## src/rtl/heap_arb_pkg.sv

```systemverilog
// Shared definitions for the heap allocator front end: opcodes, port and
// state encodings, heap constants and a small opcode helper.
package heap_arb_pkg;

   // Client opcode encoding, shared by every allocator client
   typedef enum logic [1:0] {
      OP_READ  = 2'b00,
      OP_WRITE = 2'b01,
      OP_ALLOC = 2'b10,
      OP_FREE  = 2'b11
   } op_e;

   typedef enum logic {
      PORT_A = 1'b0,
      PORT_B = 1'b1
   } port_e;

   typedef enum logic {
      ST_RUN  = 1'b0,
      ST_HALT = 1'b1
   } state_e;

   // Null heap reference; also the response word for ops that return nothing
   localparam logic [15:0] NIL = 16'h0000;

   // ALLOC and READ hand a word back to the requester; FREE and WRITE do not
   function automatic logic op_has_result(input op_e op);
      return (op == OP_ALLOC) || (op == OP_READ);
   endfunction

endpackage

```

## src/rtl/heap_arb_rr_arb2.sv

```systemverilog
// Two-request round-robin grant. With both requests up, the port that was
// not served last wins; the history register starts at B so A wins first.
module rr_arb2
   import heap_arb_pkg::*;
(
   input  logic i_clk,
   input  logic i_rst,
   input  logic i_req_a,
   input  logic i_req_b,
   input  logic i_upd,
   output logic o_gnt_a,
   output logic o_gnt_b
);

   port_e last;

   // A wins when alone or when B was the most recent winner
   always_comb begin
      o_gnt_a = i_req_a && (!i_req_b || (last == PORT_B));
      o_gnt_b = i_req_b && !o_gnt_a;
   end

   // Record the winner of every grant that actually reaches the allocator
   // NOTE: state is only ever written with <= so every flop samples pre-edge values.
   always_ff @(posedge i_clk or posedge i_rst) begin
      if (i_rst)
         last <= PORT_B;
      else if (i_upd && (o_gnt_a || o_gnt_b))
         last <= o_gnt_a ? PORT_A : PORT_B;
   end

endmodule

```

## src/rtl/heap_arb.sv

```systemverilog
// Two-client arbiter/sequencer in front of the single-op-per-cycle heap
// allocator. Each client has a one-entry hold register; the held ops are
// granted round-robin, mapped onto one allocator strobe group, and the
// result is routed back to the issuing client one cycle later. An allocator
// error halts everything until reset.
// Optional build macro HEAP_ARB_PAIR_EN: an ALLOC and a FREE held on opposite
// ports issue together in a single cycle.
module heap_arb
   import heap_arb_pkg::*;
#(
   parameter int DATA_SZ = 16
) (
   input  logic               i_clk,
   input  logic               i_rst,
   input  logic               i_a_valid,
   output logic               o_a_ready,
   input  logic [1:0]         i_a_op,
   input  logic [DATA_SZ-1:0] i_a_addr,
   input  logic [DATA_SZ-1:0] i_a_data,
   output logic               o_a_rvalid,
   output logic [DATA_SZ-1:0] o_a_rdata,
   input  logic               i_b_valid,
   output logic               o_b_ready,
   input  logic [1:0]         i_b_op,
   input  logic [DATA_SZ-1:0] i_b_addr,
   input  logic [DATA_SZ-1:0] i_b_data,
   output logic               o_b_rvalid,
   output logic [DATA_SZ-1:0] o_b_rdata,
   output logic               o_mem_alloc,
   output logic               o_mem_free,
   output logic               o_mem_rd,
   output logic               o_mem_wr,
   output logic [DATA_SZ-1:0] o_mem_data,
   output logic [DATA_SZ-1:0] o_mem_addr,
   output logic [DATA_SZ-1:0] o_mem_waddr,
   output logic [DATA_SZ-1:0] o_mem_wdata,
   output logic [DATA_SZ-1:0] o_mem_raddr,
   input  logic [DATA_SZ-1:0] i_mem_rdata,
   input  logic               i_mem_err,
   output logic               o_err
);

   state_e             state;
   logic               live;     // low during reset and its first release cycle
   logic               gate;     // no issue, no handshake, no response
   logic               pair;
   logic               gnt_a, gnt_b;

   // Per-port views, index 0 = A, index 1 = B
   logic               valid    [2];
   op_e                req_op   [2];
   logic [DATA_SZ-1:0] req_addr [2];
   logic [DATA_SZ-1:0] req_data [2];
   logic               ready    [2];
   logic               hv       [2];
   op_e                op       [2];
   logic [DATA_SZ-1:0] addr     [2];
   logic [DATA_SZ-1:0] data     [2];
   logic               issue    [2];
   logic               resp     [2];
   op_e                resp_op  [2];
   logic               rvalid   [2];
   logic [DATA_SZ-1:0] rdata    [2];

   assign valid[0]    = i_a_valid;
   assign valid[1]    = i_b_valid;
   assign req_op[0]   = op_e'(i_a_op);
   assign req_op[1]   = op_e'(i_b_op);
   assign req_addr[0] = i_a_addr;
   assign req_addr[1] = i_b_addr;
   assign req_data[0] = i_a_data;
   assign req_data[1] = i_b_data;

   // An error seen in RUN blocks its own cycle as well as every later one
   assign gate = (state == ST_HALT) || i_mem_err;

`ifdef HEAP_ARB_PAIR_EN
   assign pair = hv[0] && hv[1] &&
                 (((op[0] == OP_ALLOC) && (op[1] == OP_FREE)) ||
                  ((op[0] == OP_FREE)  && (op[1] == OP_ALLOC)));
`else
   assign pair = 1'b0;
`endif

   rr_arb2 u_arb (
      .i_clk   (i_clk),
      .i_rst   (i_rst),
      .i_req_a (hv[0]),
      .i_req_b (hv[1]),
      .i_upd   (!gate && !pair),
      .o_gnt_a (gnt_a),
      .o_gnt_b (gnt_b)
   );

   assign issue[0] = !gate && (pair || gnt_a);
   assign issue[1] = !gate && (pair || gnt_b);

   // Handshake acceptance and response routing for both ports
   always_comb begin
      for (int p = 0; p < 2; p++) begin
         ready[p]  = live && !gate && (!hv[p] || issue[p]);
         rvalid[p] = resp[p] && !gate;
         rdata[p]  = (rvalid[p] && op_has_result(resp_op[p])) ? i_mem_rdata : DATA_SZ'(NIL);
      end
   end

   assign o_a_ready  = ready[0];
   assign o_b_ready  = ready[1];
   assign o_a_rvalid = rvalid[0];
   assign o_b_rvalid = rvalid[1];
   assign o_a_rdata  = rdata[0];
   assign o_b_rdata  = rdata[1];

   // Map each issuing hold register onto its allocator strobe group
   // NOTE: every output gets a default first, so no path leaves a latch behind.
   always_comb begin
      o_mem_alloc = 1'b0;
      o_mem_free  = 1'b0;
      o_mem_rd    = 1'b0;
      o_mem_wr    = 1'b0;
      o_mem_data  = '0;
      o_mem_addr  = '0;
      o_mem_waddr = '0;
      o_mem_wdata = '0;
      o_mem_raddr = '0;
      for (int p = 0; p < 2; p++) begin
         if (issue[p]) begin
            case (op[p])
               OP_ALLOC: begin o_mem_alloc = 1'b1; o_mem_data  = data[p]; end
               OP_FREE:  begin o_mem_free  = 1'b1; o_mem_addr  = addr[p]; end
               OP_READ:  begin o_mem_rd    = 1'b1; o_mem_raddr = addr[p]; end
               default:  begin o_mem_wr    = 1'b1; o_mem_waddr = addr[p]; o_mem_wdata = data[p]; end
            endcase
         end
      end
   end

   // Hold registers load on handshake and empty on issue; both can coincide
   // NOTE: payload is reset along with hv so a discarded op leaves no stale operands.
   always_ff @(posedge i_clk or posedge i_rst) begin
      if (i_rst) begin
         for (int p = 0; p < 2; p++) begin
            hv[p]   <= 1'b0;
            op[p]   <= OP_READ;
            addr[p] <= '0;
            data[p] <= '0;
         end
      end else begin
         for (int p = 0; p < 2; p++) begin
            if (valid[p] && ready[p]) begin
               hv[p]   <= 1'b1;
               op[p]   <= req_op[p];
               addr[p] <= req_addr[p];
               data[p] <= req_data[p];
            end else if (issue[p]) begin
               hv[p] <= 1'b0;
            end
         end
      end
   end

   // Remember who issued what so next cycle's result goes back to them
   always_ff @(posedge i_clk or posedge i_rst) begin
      if (i_rst) begin
         for (int p = 0; p < 2; p++) begin
            resp[p]    <= 1'b0;
            resp_op[p] <= OP_READ;
         end
      end else begin
         for (int p = 0; p < 2; p++) begin
            resp[p]    <= issue[p];
            resp_op[p] <= op[p];
         end
      end
   end

   // RUN/HALT control with registered sticky error and reset-release qualifier
   always_ff @(posedge i_clk or posedge i_rst) begin
      if (i_rst) begin
         state <= ST_RUN;
         o_err <= 1'b0;
         live  <= 1'b0;
      end else begin
         live <= 1'b1;
         case (state)
            ST_RUN: begin
               if (i_mem_err) begin
                  state <= ST_HALT;
                  o_err <= 1'b1;
               end
            end
            default: state <= ST_HALT;
         endcase
      end
   end

endmodule

```

## config.mk

```make
export PLATFORM = sky130hd
export DESIGN_NAME = heap_arb
export DESIGN_NICKNAME = d
export VERILOG_FILES = /design/src/rtl/heap_arb_pkg.sv /design/src/rtl/heap_arb_rr_arb2.sv /design/src/rtl/heap_arb.sv
export SDC_FILE = /design/constraint.sdc
export NUM_CORES = 1
export LEC_CHECK = 0
export ABC_AREA = 0
export BUFFER_PORTS_ARGS = -buffer_cell sky130_fd_sc_hd__buf_2
export CORE_MARGIN = 2
export CORE_UTILIZATION = 46
export DETAILED_ROUTE_END_ITERATION = 8
export MAX_ROUTING_LAYER = met4
export PLACE_DENSITY_LB_ADDON = 0.08
export REMOVE_ABC_BUFFERS = 1
export SYNTH_ARGS = -nofsm -noshare
export SYNTH_HDL_FRONTEND = slang
export SYNTH_SLANG_ARGS = --single-unit
```

## constraint.sdc

```tcl
create_clock -name i_clk -period 3 [get_ports i_clk]
set_input_delay 0.3 -clock i_clk [delete_from_list [all_inputs] [get_ports i_clk]]
set_output_delay 0.3 -clock i_clk [all_outputs]
set_load 0.01 [all_outputs]
```

==> impl_metrics.py, run 1 <==
metrics = {
    "flow_run": {
        "max_cap_viol_count": 0,
    },
    "floorplanning": {
        "die_x_um": 99.7,
        "fp.coreArea_um2": 8810,
        "initial_core_util_pct": 47.8,
        "row_count": 34,
        "fp.dieH_um": 99.7,
        "die_area_um2": 9930,
        "io_pins": 210,
    },
    "clocking": {
        "hold_buffers": 0,
        "cts-root-buf": "clkbuf_8",
        "post_cts_buffers": 0,
        "cts_tree": "done",
        "clock_latency_ns": 0.34,
        "htreeDepth": 3,
        "cts.sinks": 78,
        "cts_buffer_depth": 2,
        "clkTransAtPathRegs_ns": 0.08,
        "cts_made_buffers": 9,
        "postCtsResizedCells": 0,
    },
    "min_path": {
        "hp-class": "in2async",
    },
    "timing": {
        "rsz0062_at_grt": "no",
        "tns_ns": 0,
        "finalSetupViolations": 0,
        "fin_crit_ns": 2.58,
        "finalHoldViolCount": 0,
        "max_freq_ghz": 0.387,
        "hold_slack_ns": 0.0675,
        "worst_slew_pin_slew_ns": 0.807,
        "slew_headroom_pct": 46.2,
        "final-max-slew-violation-count": 0,
        "post-route-period-util_pct": 86.0,
        "finClkSkew_ns": 0.00525,
    },
    "setup_path": {
        "r2r_cells": 4,
        "cp.arrival_ns": 2.28,
        "worstPathRequired_ns": 2.70,
        "cp-start-kind": "register",
        "endpoint_kind": "output pin",
        "critical_path_class": "reg2out",
        "cp_max_fo": 20,
    },
    "global_route": {
        "grt_max_degree": 47,
        "grt_pass1_vias": 3318,
        "grtUsageTotal_pct": 22.6,
        "antenna_found_initial": 1,
        "overflow": 0,
        "grt_pass1_wl_um": 17000,
    },
    "detailed_routing": {
        "ant_nets": 0,
        "vias": 3482,
        "firstDrtPassIters": 4,
        "vias_per_cell": 5.34,
        "remaining_drc_errors": 0,
        "drtIter0Drc": 105,
        "routedWlPerCell_um": 16.9,
        "wirelength_um": 11000,
    },
    "synth": {
        "ys_seq_area_share_pct": 46.4,
        "yosysWarnings": 0,
        "synth_ff_type": "dfrtp_1",
        "async_flop_share_pct": 100,
        "synth_top_area_share_pct": 45.8,
        "yosys.area.top_type": "dfrtp_1",
        "synth-seq-cells": 78,
        "syn_inst": 326,
        "syn-cell-area_um2": 4210,
        "avgSynthCellArea_um2": 12.9,
        "synth_edf_count": 0,
        "yosys-top-cells-area": "dfrtp_1, mux2_2, a22o_1",
        "ys_types": 32,
    },
    "pwr": {
        "powerDensity_nw_per_um2": 379,
        "irDropWorstVdd_uv": 244,
        "p_leak_nw": 3.13,
    },
    "final_layout": {
        "area_growth_pct": 31.9,
        "layout_common_cells": "buf_2, dfrtp_1, mux2_2",
        "final_common_cell": "buf_2",
        "layout.nets": 627,
        "drive_gt1_share_pct": 62.6,
    },
    "placement": {
        "gp_congestion": 0.847,
        "placement.io_buffers": 209,
        "hpwl_um": 7900,
    },
    "status": {
        "status": "complete, no violations",
    },
}
## cell type report
type                            count  area, um^2
Antenna cell                        1        2.50
Clock inverter                      6        86.3
Timing Repair Buffer              224        1170
Fill cell                         737        3250
Multi-Input combinational cell    221        2060
Sequential cell                    78        1950
Tap cell                          108         135
Inverter                            4        16.3
Clock buffer                       10         128
## final timing paths
check                             endpoint  slack [ns]    startpoint
min reg2reg                          o_err        0.46         o_err
max in group asynchronous       u_arb.last        2.24         i_rst
min                               data[16]        0.07         i_rst
max                        o_mem_wdata[13]        0.42         state
min in group i_clk                data[28]        0.18  i_a_data[12]
max reg2reg                       addr[28]        1.11         hv[0]
## cell usage after synthesis, types with 2 or more instances
cell	n
a21oi_1	2
a22o_1	64
a22o_2	16
and2_1	34
buf_2	7
buf_4	2
buf_6	12
clkbuf_1	2
dfrtp_1	77
inv_1	4
mux2_2	68
nand2_1	6
nand3_1	2
nor2_1	2
nor3_2	2
nor4_4	2
nor4b_1	2
nor4b_4	4
or2_2	4
or3b_1	2
## registers in the layout (all words and copies together) (netlist names)
signal and count:
op 4, hv 2, resp 2, u_arb.last 1
state 1, o_err 1, resp_op 2, live 1
addr 32, data 32
## kinds of logic after synthesis
group / Yosys count / share of synthesized area [%]
AOI/OAI and AO/OA: 87 / 18.4
DFF: 78 / 46.4
muxes: 68 / 18.2
and+or+nand+nor: 65 / 12.0
buffers and inverters: 27 / 4.93
other: 1 / 0.0891
## per-layer routing
| metal | track usage [%] | vias to the layer above | share of wire (%) |
|---|---|---|---|
| met5 | - | - | 0 |
| met4 | 6.85 | 0 | 0.69 |
| met3 | 5.27 | 7 | 7.2 |
| met2 | 37.3 | 148 | 48 |
| met1 | 27.9 | 1675 | 44 |
| li1 | - | 1652 | - |
## worst max-delay path, stage by stage (launching register included)
cell and delay, ns:
dfrtp_1 0.45, or3b_1 0.54, nor4b_4 0.29, buf_4 0.32
a22o_1 0.20, buf_2 0.13
## metrics by stage
stage          util [%]  instances  setup slack [ns]  power (W)  cell area (um^2)
3_3_place_gp       60.6        635             0.831    0.00127              5340
2_1_floorplan         -        303             0.509    0.00119              4020
5_1_grt            63.1        652             0.303    0.00219              5550
4_1_cts            63.0        651             0.409    0.00213              5550
3_5_place_dp       60.6        635             0.777    0.00128              5340
6_report           63.1        652             0.419    0.00210              5550
## where the power goes
part	internal, W	switching [W]
Sequential	0.00109	0.0000385
Clock	0.000467	0.000379
Combinational	0.0000735	0.0000554
Total	0.00163	0.000472
Power figures use the tool's default switching activity.
==> run 2: changes to the inputs <==
--- a/config.mk
+++ b/config.mk
@@ -7,6 +7,7 @@
 export LEC_CHECK = 0
 export ABC_AREA = 0
 export BUFFER_PORTS_ARGS = -buffer_cell sky130_fd_sc_hd__buf_2
+export CAP_MARGIN = 20
 export CORE_MARGIN = 2
 export CORE_UTILIZATION = 46
 export DETAILED_ROUTE_END_ITERATION = 8
@@ -16,3 +17,4 @@
 export SYNTH_ARGS = -nofsm -noshare
 export SYNTH_HDL_FRONTEND = slang
 export SYNTH_SLANG_ARGS = --single-unit
+export TNS_END_PERCENT = 50
==> constraint.sdc (replaced) <==
create_clock -name i_clk -period 3 [get_ports i_clk]
set_input_delay 0.9 -clock i_clk [delete_from_list [all_inputs] [get_ports i_clk]]
set_output_delay 0.9 -clock i_clk [all_outputs]
set_load 0.01 [all_outputs]
==> impl_metrics.py, run 2 (synthesis results as in run 1) <==
metrics = {
    "final_layout": {
        "area_growth_pct": 40.3,
        "drive_gt1_share_pct": 63.8,
        "post-route-util_pct": 67.1,
        "layout_common_cells": "buf_2, dfrtp_1, mux2_2",
        "final_common_cell": "buf_2",
        "largestRegisters": "addr (32), data (32), op (4)",
        "layout.nets": 636,
    },
    "timing": {
        "final-max-slew-violation-count": 0,
        "finalHoldViolCount": 0,
        "worst_slew_pin_slew_ns": 0.517,
        "rsz0062_at_grt": "yes",
        "max_freq_ghz": 0.311,
        "hold_slack_ns": 0.464,
        "fin_crit_ns": 3.22,
        "finalSetupViolations": 84,
        "finClkSkew_ns": 0.00853,
        "tns_ns": -13.92,
        "slew_headroom_pct": 65.5,
        "post-route-period-util_pct": 107,
        "setup_slack_ns": -0.219,
    },
    "detailed_routing": {
        "firstDrtPassIters": 4,
        "wirelength_um": 11700,
        "ant_nets": 0,
        "drtIter0Drc": 143,
        "vias_per_cell": 5.45,
        "remaining_drc_errors": 0,
        "routedWlPerCell_um": 17.6,
        "vias": 3607,
    },
    "placement": {
        "pre_cts_slack_ns": -0.323,
        "placement.io_buffers": 209,
        "gp_congestion": 0.842,
        "hpwl_um": 8000,
    },
    "clocking": {
        "cts_made_buffers": 9,
        "cts.sinks": 78,
        "cts_buffer_depth": 2,
        "clkTransAtPathRegs_ns": 0.07,
        "clock_latency_ns": 0.34,
        "cts-root-buf": "clkbuf_8",
        "hold_buffers": 0,
        "htreeDepth": 3,
        "cts_tree": "done",
    },
    "global_route": {
        "grt_pass1_vias": 3477,
        "grtUsageTotal_pct": 23.3,
        "overflow": 0,
        "grt_max_degree": 79,
        "grt_pass1_wl_um": 17600,
        "antenna_found_initial": 2,
    },
    "status": {
        "status": "finished, violations left",
        "violations": "negative setup slack",
    },
    "setup_path": {
        "cp.buffers_inverters": 4,
        "cp.arrival_ns": 2.32,
        "cp_max_fo": 8,
        "cp_common_cell": "buf_6",
        "endpoint_kind": "output pin",
        "cp.depth": 7,
        "cpLargestDelayFamily": "simple AND/OR/NAND/NOR gates",
        "critical_path.max_stage_delay_ns": 0.40,
        "cp-start-kind": "input port",
        "critPathSlowestCell": "or3b_4",
        "worstPathRequired_ns": 2.10,
        "path_cells": "buf_6 > or3b_4 > nor4b_4 > buf_6 > buf_8 > a22o_1 > buf_2",
        "critical_path_class": "in2out",
        "r2r_cells": 4,
    },
    "pwr": {
        "p_leak_nw": 3.24,
        "irDropWorstVdd_uv": 221,
        "powerDensity_nw_per_um2": 352,
        "p_total_w": 0.00208,
    },
    "floorplanning": {
        "fp.dieH_um": 99.7,
        "die_area_um2": 9930,
        "initial_core_util_pct": 47.8,
        "io_pins": 210,
        "fp.coreArea_um2": 8810,
        "die_x_um": 99.7,
        "row_count": 34,
    },
    "min_path": {
        "holdPathStages": 1,
        "hp-class": "reg2reg",
    },
    "flow_run": {
        "max_cap_viol_count": 0,
    },
}
-- run 2: cell types whose count changed in the layout (fill, tap and decap cells not counted), moves of 2 or more --
cell | previous run | this run
buf_6 | 0 | 25
buf_2 | 209 | 191
buf_12 | 1 | 8
clkinv_2 | 3 | 1
or3b_1 | 2 | 0
clkbuf_8 | 9 | 11
a22o_4 | 0 | 3
a22o_2 | 16 | 13
buf_4 | 14 | 7
or3b_4 | 0 | 2
-- run 2: area by class of cell --
cell class              instances  area (um^2)
flip-flops and latches         78         1950
inverters                       4         16.3
diodes                          2         5.00
clock inverters                 4         55.1
repair buffers                233         1490
well taps                     108          135
clock buffers                  12          155
fillers                       714         2900
multi-input cells             221         2100
-- run 2: path summary, 6_finish.rpt --
| check | start | endpoint | slack (ns) |
|---|---|---|---|
| max in group asynchronous | i_rst | data[26] | 2.05 |
| worst min register to register | o_err | o_err | 0.46 |
| worst min-delay path | o_err | o_err | 0.46 |
| worst max-delay path | i_mem_err | o_mem_waddr[11] | -0.22 |
| min in group asynchronous | i_rst | data[0] | 0.61 |
| worst max register to register | hv[0] | addr[31] | 1.08 |
-- run 2: per-stage QoR --
stage / cell area (um^2) / instances
final: 5910 / 662
after global routing: 5910 / 662
after floorplan: 4020 / 303
after detailed placement: 5440 / 637
after global placement: 5440 / 637
after CTS: 5780 / 653
-- run 2: report_power, final --
part           switching (W)  internal [W]
combinational      0.0000569     0.0000755
clock               0.000381      0.000435
sequential         0.0000397       0.00109
total               0.000478       0.00160
-- run 2: routing by layer --
layer  vias to the layer above  track usage, %  routed length, um
met4                         0            8.96                182
met2                       170            37.9               5700
met3                        17            4.78                831
met1                      1746            28.7               4970
met5                         -               -                  0
li1                       1674               -                  -
-- run 2: repair_timing --
item                                    4_1_cts  5_1_grt
resized for setup                            23       15
endpoints found under the setup margin       84       84
pin swaps                                    11       13
buffers inserted                              0        4
gates cloned                                  0        3
==> run 3: changes to the inputs <==
--- a/config.mk
+++ b/config.mk
@@ -14,6 +14,7 @@
 export MAX_ROUTING_LAYER = met4
 export PLACE_DENSITY_LB_ADDON = 0.08
 export REMOVE_ABC_BUFFERS = 1
+export SETUP_SLACK_MARGIN = 0.05
 export SYNTH_ARGS = -nofsm -noshare
 export SYNTH_HDL_FRONTEND = slang
 export SYNTH_SLANG_ARGS = --single-unit
==> impl_metrics.py, run 3 (synthesis results as in run 1) <==
metrics = {
    "global_route": {
        "grt_max_degree": 79,
        "overflow": 0,
        "grtUsageTotal_pct": 23.3,
        "grt_pass1_wl_um": 17600,
        "grt_pass1_vias": 3474,
        "antenna_found_initial": 2,
    },
    "final_layout": {
        "final_common_cell": "buf_2",
        "stdcell_area_um2": 5920,
        "area_growth_pct": 40.6,
        "largestRegisters": "addr (32), data (32), op (4)",
        "layout.nets": 636,
        "layout_common_cells": "buf_2, dfrtp_1, mux2_2",
        "drive_gt1_share_pct": 63.9,
    },
    "pwr": {
        "intPower_w": 0.00160,
        "irDropWorstVdd_uv": 222,
        "p_switching_w": 0.000477,
        "p_leak_nw": 3.24,
        "p_clk_share_pct": 39.3,
        "powerDensity_nw_per_um2": 351,
        "seqPwrFrac_pct": 54.4,
        "p_total_w": 0.00208,
        "pwr-share-comb_pct": 6.4,
        "swShare_pct": 23.0,
    },
    "floorplanning": {
        "io_pins": 210,
        "initial_core_util_pct": 47.8,
        "row_count": 34,
        "fp.dieH_um": 99.7,
        "die_area_um2": 9930,
        "die_x_um": 99.7,
        "fp.coreArea_um2": 8810,
    },
    "timing": {
        "fin_crit_ns": 3.21,
        "tns_ns": -13.68,
        "slew_headroom_pct": 65.2,
        "finalSetupViolations": 84,
        "final-max-slew-violation-count": 0,
        "finClkSkew_ns": 0.00907,
        "worst_slew_pin_slew_ns": 0.522,
        "rsz0062_at_grt": "yes",
        "max_freq_ghz": 0.311,
        "setup_slack_ns": -0.214,
        "finalHoldViolCount": 0,
        "post-route-period-util_pct": 107,
        "hold_slack_ns": 0.462,
    },
    "placement": {
        "hpwl_um": 8000,
        "gp_congestion": 0.842,
        "placement.io_buffers": 209,
        "place_area_um2": 5440,
    },
    "setup_path": {
        "cp_max_fo": 8,
        "critical_path_class": "in2out",
        "endpoint_kind": "output pin",
        "worstPathRequired_ns": 2.10,
        "cp-start-kind": "input port",
        "cp.arrival_ns": 2.31,
    },
    "clocking": {
        "clkTransAtPathRegs_ns": 0.07,
        "cts.sinks": 78,
        "cts_buffer_depth": 2,
        "cts_tree": "done",
        "clock_latency_ns": 0.34,
        "cts_made_buffers": 9,
        "htreeDepth": 3,
        "hold_buffers": 0,
        "cts-root-buf": "clkbuf_8",
    },
    "detailed_routing": {
        "vias": 3611,
        "vias_per_cell": 5.45,
        "remaining_drc_errors": 0,
        "ant_nets": 0,
        "firstDrtPassIters": 4,
        "routedWlPerCell_um": 17.7,
        "wirelength_um": 11700,
        "drtIter0Drc": 123,
    },
    "flow_run": {
        "max_cap_viol_count": 0,
    },
    "status": {
        "status": "finished, violations left",
        "violations": "negative setup slack",
    },
    "min_path": {
        "hp-class": "reg2reg",
    },
}
-- run 3: final timing paths --
check,start,endpoint,slack [ns],depth (start not counted)
max reg2reg,hv[0],addr[31],1.08,4
min in group asynchronous,i_rst,data[0],0.61,3
max in group asynchronous,i_rst,o_err,2.04,3
min reg2reg,o_err,o_err,0.46,1
max,i_mem_err,o_mem_wdata[9],-0.21,7
min,o_err,o_err,0.46,1
-- run 3: what timing repair did --
| item | 4_1_cts | 5_1_grt |
|---|---|---|
| gates cloned | 0 | 3 |
| pin swaps | 11 | 13 |
| gates resized for setup | 24 | 16 |
| endpoints found under the setup margin | 84 | 100 |
| buffers inserted | 0 | 4 |
-- run 3: power by group through the flow --
| stage | Sequential, W | Combinational (W) | Clock (W) |
|---|---|---|---|
| 6_report | 0.00113 | 0.000132 | 0.000815 |
| 5_1_grt | 0.00113 | 0.000147 | 0.000879 |
| 4_1_cts | 0.00113 | 0.000135 | 0.000836 |
| 3_5_place_dp | 0.00115 | 0.000134 | 0 |
| 3_3_place_gp | 0.00115 | 0.000130 | 0 |
| 2_1_floorplan | 0.00114 | 0.0000544 | 0 |
-- run 3: metrics by stage --
stage,cells,util (%),worst slack [ns]
2_1_floorplan,303,-,-0.588
3_3_place_gp,637,61.8,-0.310
3_5_place_dp,637,61.8,-0.323
4_1_cts,653,65.7,-0.174
5_1_grt,662,67.2,-0.276
6_report,662,67.2,-0.214
-- run 3: worst max-delay path, stage by stage --
cell and delay (ns):
buf_6 0.10, or3b_4 0.40, nor4b_4 0.32, buf_6 0.17, buf_6 0.15, a22o_1 0.14, buf_2 0.13
-- run 3: area by class of cell --
| class | instances | area (um^2) |
|---|---|---|
| fill | 714 | 2890 |
| multi-input combinational | 221 | 2100 |
| sequential | 78 | 1950 |
| timing repair buffer | 233 | 1500 |
| clock buffer | 12 | 155 |
| tap | 108 | 135 |
| clock inverter | 4 | 55.1 |
| inverter | 4 | 16.3 |
| antenna | 2 | 5.00 |
-- run 3: metal layers --
layer  share of wire, %  track usage (%)
met1                 42             28.7
met2                 49             37.9
met3                7.0             4.78
met4                1.6             8.96
met5                  0                -
